--- config.mk ---
export PLATFORM = sky130hd
export DESIGN_NAME = int_controller
export DESIGN_NICKNAME = d
export VERILOG_FILES = /design/src/rtl/intc_pkg.sv /design/src/rtl/intc_edge_detect.sv /design/src/rtl/int_controller.sv
export SDC_FILE = /design/constraint.sdc
export NUM_CORES = 1
export LEC_CHECK = 0
export CAP_MARGIN = 40
export CORE_MARGIN = 1
export CORE_UTILIZATION = 30
export CTS_CLUSTER_SIZE = 24
export DETAILED_ROUTE_END_ITERATION = 10
export GPL_ROUTABILITY_DRIVEN = 0
export GPL_TIMING_DRIVEN = 1
export PLACE_DENSITY_LB_ADDON = 0.1
export SYNTH_ARGS = -nofsm -noshare
export SYNTH_HDL_FRONTEND = slang
export SYNTH_SLANG_ARGS = --single-unit
--- constraint.sdc ---
create_clock -name clk -period 1.2 [get_ports clk]
set_input_delay 0.36 -clock clk [delete_from_list [all_inputs] [get_ports clk]]
set_output_delay 0.36 -clock clk [all_outputs]
set_load 0.05 [all_outputs]
--- src/rtl/intc_pkg.sv ---
// Shared definitions for the interrupt controller: source indices, register
// addresses, dispatch vectors and the priority helper.
package intc_pkg;

  localparam int NUM_INT = 5;

  typedef enum logic [2:0] {
    INT_VBLANK = 3'd0,
    INT_STAT   = 3'd1,
    INT_TIMER  = 3'd2,
    INT_SERIAL = 3'd3,
    INT_JOYPAD = 3'd4
  } int_idx_e;

  localparam logic [15:0] ADDR_IF = 16'hFF0F;
  localparam logic [15:0] ADDR_IE = 16'hFFFF;

  localparam logic [7:0] VEC_VBLANK = 8'h40;
  localparam logic [7:0] VEC_STAT   = 8'h48;
  localparam logic [7:0] VEC_TIMER  = 8'h50;
  localparam logic [7:0] VEC_SERIAL = 8'h58;
  localparam logic [7:0] VEC_JOYPAD = 8'h60;

  // Isolates the lowest set bit; bit 0 (VBlank) has the highest priority.
  function automatic logic [NUM_INT-1:0] lowest_one(input logic [NUM_INT-1:0] v);
    return v & (~v + NUM_INT'(1));
  endfunction

endpackage

--- src/rtl/intc_edge_detect.sv ---
// Rising-edge detector for the level request lines; samples every clk so no
// event is lost while the CPU is clock-gated.
module intc_edge_detect #(
  parameter int WIDTH = 5
) (
  input  logic             clk,
  input  logic             reset_n,
  input  logic [WIDTH-1:0] sig_i,
  output logic [WIDTH-1:0] rise_o
);

  logic [WIDTH-1:0] src_q;

  // NOTE: sequential state is updated with non-blocking assignments so every
  // flop samples pre-edge values regardless of block ordering.
  always_ff @(posedge clk or negedge reset_n) begin
    if (!reset_n) src_q <= '0;
    else          src_q <= sig_i;
  end

  assign rise_o = sig_i & ~src_q;

endmodule

--- src/rtl/int_controller.sv ---
// Interrupt controller: IF/IE registers, edge-latched requests and ack clear.
// Optional STOP wake debounce is built only when INTC_STOP_WAKE_EN is defined.
module int_controller
  import intc_pkg::*;
#(
  parameter int WAKE_DEBOUNCE = 16
) (
  input  logic         clk,
  input  logic         reset_n,
  input  logic         cpu_en,
  input  logic [4:0]   irq_src,
  input  logic         if_sel,
  input  logic         ie_sel,
  input  logic         bus_write,
  input  logic [7:0]   bus_wdata,
  output logic [7:0]   bus_rdata,
  input  logic         int_ack,
  output logic [4:0]   ints,
  input  logic         stop,
  output logic         stop_wake
);

  logic [NUM_INT-1:0] if_q, if_d;
  logic [7:0]         ie_q, ie_d;
  logic [NUM_INT-1:0] rise;
  logic [NUM_INT-1:0] ack_mask;
  logic               wr_en;

  intc_edge_detect #(.WIDTH(NUM_INT)) u_edge (
    .clk    (clk),
    .reset_n(reset_n),
    .sig_i  (irq_src),
    .rise_o (rise)
  );

  assign wr_en = bus_write & cpu_en;
  assign ints  = if_q & ie_q[NUM_INT-1:0];

  // NOTE: every signal assigned in always_comb gets a value on every path
  // (defaults first) so no latch is inferred.
  always_comb begin
    ack_mask = '0;
    if (int_ack && cpu_en) ack_mask = lowest_one(ints);

    // A bus write overrides the ack clear; a fresh edge beats both.
    if_d = (wr_en && if_sel) ? bus_wdata[NUM_INT-1:0] : (if_q & ~ack_mask);
    if_d = if_d | rise;

    ie_d = (wr_en && ie_sel) ? bus_wdata : ie_q;
  end

  always_comb begin
    bus_rdata = 8'hFF;
    if (if_sel)      bus_rdata = {3'b111, if_q};
    else if (ie_sel) bus_rdata = ie_q;
  end

  always_ff @(posedge clk or negedge reset_n) begin
    if (!reset_n) begin
      if_q <= '0;
      ie_q <= '0;
    end else begin
      if_q <= if_d;
      ie_q <= ie_d;
    end
  end

`ifdef INTC_STOP_WAKE_EN
  localparam int              CNT_W    = $clog2(WAKE_DEBOUNCE + 1);
  localparam logic [CNT_W-1:0] WAKE_MAX = CNT_W'(WAKE_DEBOUNCE);

  logic [CNT_W-1:0] wake_cnt_q, wake_cnt_d;

  always_comb begin
    wake_cnt_d = '0;
    if (stop && irq_src[INT_JOYPAD])
      wake_cnt_d = (wake_cnt_q == WAKE_MAX) ? wake_cnt_q : wake_cnt_q + 1'b1;
  end

  always_ff @(posedge clk or negedge reset_n) begin
    if (!reset_n) wake_cnt_q <= '0;
    else          wake_cnt_q <= wake_cnt_d;
  end

  assign stop_wake = (wake_cnt_q == WAKE_MAX);
`else
  logic unused_stop;
  assign unused_stop = stop;
  assign stop_wake   = 1'b0;
`endif

endmodule

==> summary.txt <==
Run status
  • Status: complete, but fails checks
  • Violated checks: negative setup slack

Clock network
  • CTS tree: done
  • H-tree levels: 1
  • Num CTS Buffers: 3
  • Clock-pin slew on the worst setup and hold paths: roughly 0.1 ns
  • Sink Count: 18
  • Root buffer cell: clkbuf_4
  • Max Root-Sink Buffers: 2
  • Clk_lat worst skew: about 0.29 ns

STA
  • Setup violators final: 15
  • Min Hold Slack: about 0.40 ns
  • Setup TNS: -2.87 ns
  • Worst Slack Setup Final: -0.249 ns
  • Max Clk Rate: 690 MHz
  • Max Slew Vio Count: 0
  • Unrepaired setup endpoints after global routing: true
  • Fin crit share: 1.21
  • Min Tclk post-route: 1.45 ns
  • Count of final hold-check violations: 0
  • Worst Skew: 0.00884 ns

Placed design
  • Port buffer count: 32
  • Pre-CTS setup slack: -0.589 ns
  • HPWL Detailed: 1590 um
  • Dpl cells: 147

Finish
  • Final Core Density: 0.619
  • Commonest non-fill, non-tap cells in the layout: dfrtp_1 (18), clkdlybuf4s50_1 (15), buf_12 (14)
  • # nets final: ~150
  • Non-filler cells, final: about 160
  • Most common cell after layout, fill and taps aside: dfrtp_1
  • Layout cells sized above 1: 0.523
  • Area grow syn2layout: 89.1%
  • Ant diodes: 0

Floorplanning
  • DIE WIDTH: roughly 55 um
  • Die area: ~3000 sq um
  • Rows: 18
  • CORE AREA: around 2600 sq um
  • Ports: 35
  • Die height: about 55 um
  • Starting Density: 0.327

Setup path
  • Crit path arrival time: 1.09 ns
  • Kind of critical path: flop to output pin
  • CP max FO: 3
  • Required @ worst endpoint: 0.84 ns
  • Setup crit end kind: output pin
  • Startpoint types: flop

Synth
  • Syn avg cell area: 10.6 sq um
  • Sequential fraction of the synthesis area: 0.536
  • Cell count after synthesis: between 70 and 80
  • Synth warn: 0
  • Syn nets: 100
  • Netlist cell types: 24
  • FF+latch count, synth: 18
  • Mapped Area: 841 sq um

Routing
  • Total number of vias: 769
  • Residual DRC: 0
  • Drt pass-1 iters: 4
  • Wire length per cell: 13.9 um
  • Vias/cell: 4.87
  • Total wire length: 2190 um
  • Antenna-violating nets left: 0
  • Initial DRC count: 11

Flow run
  • Max Cap Violations: 0

Global routing
  • Global routing usage on met2: 0.299
  • Grt ovf: 0
  • Initial antenna violation count: 0
  • Met1 Track Usage GR: 0.219
  • First-pass GRT wire length: 3570 um
  • Vias in the first global route: 781
  • GRT busiest layer: met2
  • Largest net degree at the start of global routing: 19
  • GRT met3 Usage: 0.0574
  • Gr usage total: 0.175

Power and ir drop
  • Pwr/cell area: 1350 nW/um^2
  • Pleak: around 0.72 nW
  • Maximum vdd drop: 1.08 mV

Hold path
  • Hold WC Path Type: primary input to asynchronous set/reset pin
==> cell usage after synthesis <==
cell | n | area (sq um)
dfrtp_1 | 18 | 450
inv_1 | 8 | 30.0
a21oi_1 | 7 | 35.0
nor2_1 | 6 | 22.5
mux2_1 | 5 | 56.3
and2_1 | 4 | 25.0
nor2b_1 | 4 | 25.0
a221o_1 | 3 | 30.0
mux2_2 | 3 | 33.8
nand2_1 | 3 | 11.3
or2_2 | 3 | 18.8
buf_4 | 2 | 15.0
nand4_1 | 2 | 12.5
a211o_1 | 1 | 8.76
a21boi_0 | 1 | 7.51
a22oi_1 | 1 | 7.51
a311oi_1 | 1 | 8.76
a41o_1 | 1 | 10.0
and3_1 | 1 | 6.26
conb_1 | 1 | 3.75
nand2b_1 | 1 | 6.26
nand3_1 | 1 | 5.00
nor2_2 | 1 | 6.26
o21ai_1 | 1 | 5.00
==> repair_timing <==
| action | 4_1_cts | 5_1_grt |
|---|---|---|
| buffers inserted | 6 | 2 |
| pin swaps | 12 | 7 |
| setup endpoints to repair | 26 | 17 |
| resized for setup | 30 | 5 |
| hold buffers | 0 | 0 |
==> final timing paths <==
kind | cells after the start | slack [ns] | end | start
setup / recovery | 3 | -0.25 | bus_rdata[1] | if_q[1]
hold / removal | 2 | 0.40 | ie_q[5] | reset_n
setup reg to reg | 4 | -0.09 | if_q[4] | if_q[1]
hold reg to reg | 1 | 0.50 | ie_q[7] | ie_q[7]
max in group asynchronous | 2 | 0.66 | if_q[0] | reset_n
min in group clk | 1 | 0.50 | ie_q[7] | ie_q[7]
==> layer usage <==
layer  share of wire  wire (um)
met4          0.0055         12
met5               0          0
met3           0.049        108
met1            0.44        975
met2            0.50       1090
==> power by group <==
part	internal [W]	switching, W	total [W]
sequential	0.000693	0.0000763	0.000770
clock	0.000117	0.000177	0.000294
combinational	0.000564	0.000516	0.00108
==> kinds of logic (layout without fill, tap and decap cells) <==
| family | after synthesis | after routing | share of synthesized area |
|---|---|---|---|
| other | 1 | 1 | 0.00446 |
| AOI/OAI and AO/OA | 16 | 16 | 0.134 |
| DFF | 18 | 18 | 0.536 |
| buffers and inverters | 10 | 59 | 0.0536 |
| muxes | 8 | 8 | 0.107 |
| and+or+nand+nor | 26 | 26 | 0.165 |
==> per-stage QoR <==
stage,instance area (sq um),power (W)
floorplan,912,0.00126
global placement,1460,0.00172
detailed placement,1460,0.00173
CTS,1560,0.00213
global route,1590,0.00224
finish,1590,0.00214
==> registers in the layout, summed over array words and instances (netlist names) <==
| signal | cells |
|---|---|
| ie_q | 8 |
| if_q | 5 |
| u_edge.src_q | 5 |
==> critical path: stages, from the launching register on <==
cell and delay, ns:
dfrtp_1 0.43, inv_2 0.08, a21oi_4 0.15, buf_12 0.15
==> final cells by class <==
type                            instances  area [sq um]
Clock buffer                            3          22.5
Inverter                                8          30.0
Timing Repair Buffer                   48           584
Tap cell                               30          37.5
Multi-Input combinational cell         51           465
Fill cell                             221           977
Sequential cell                        18           450
Note: power is estimated with default switching activity, not from simulation.
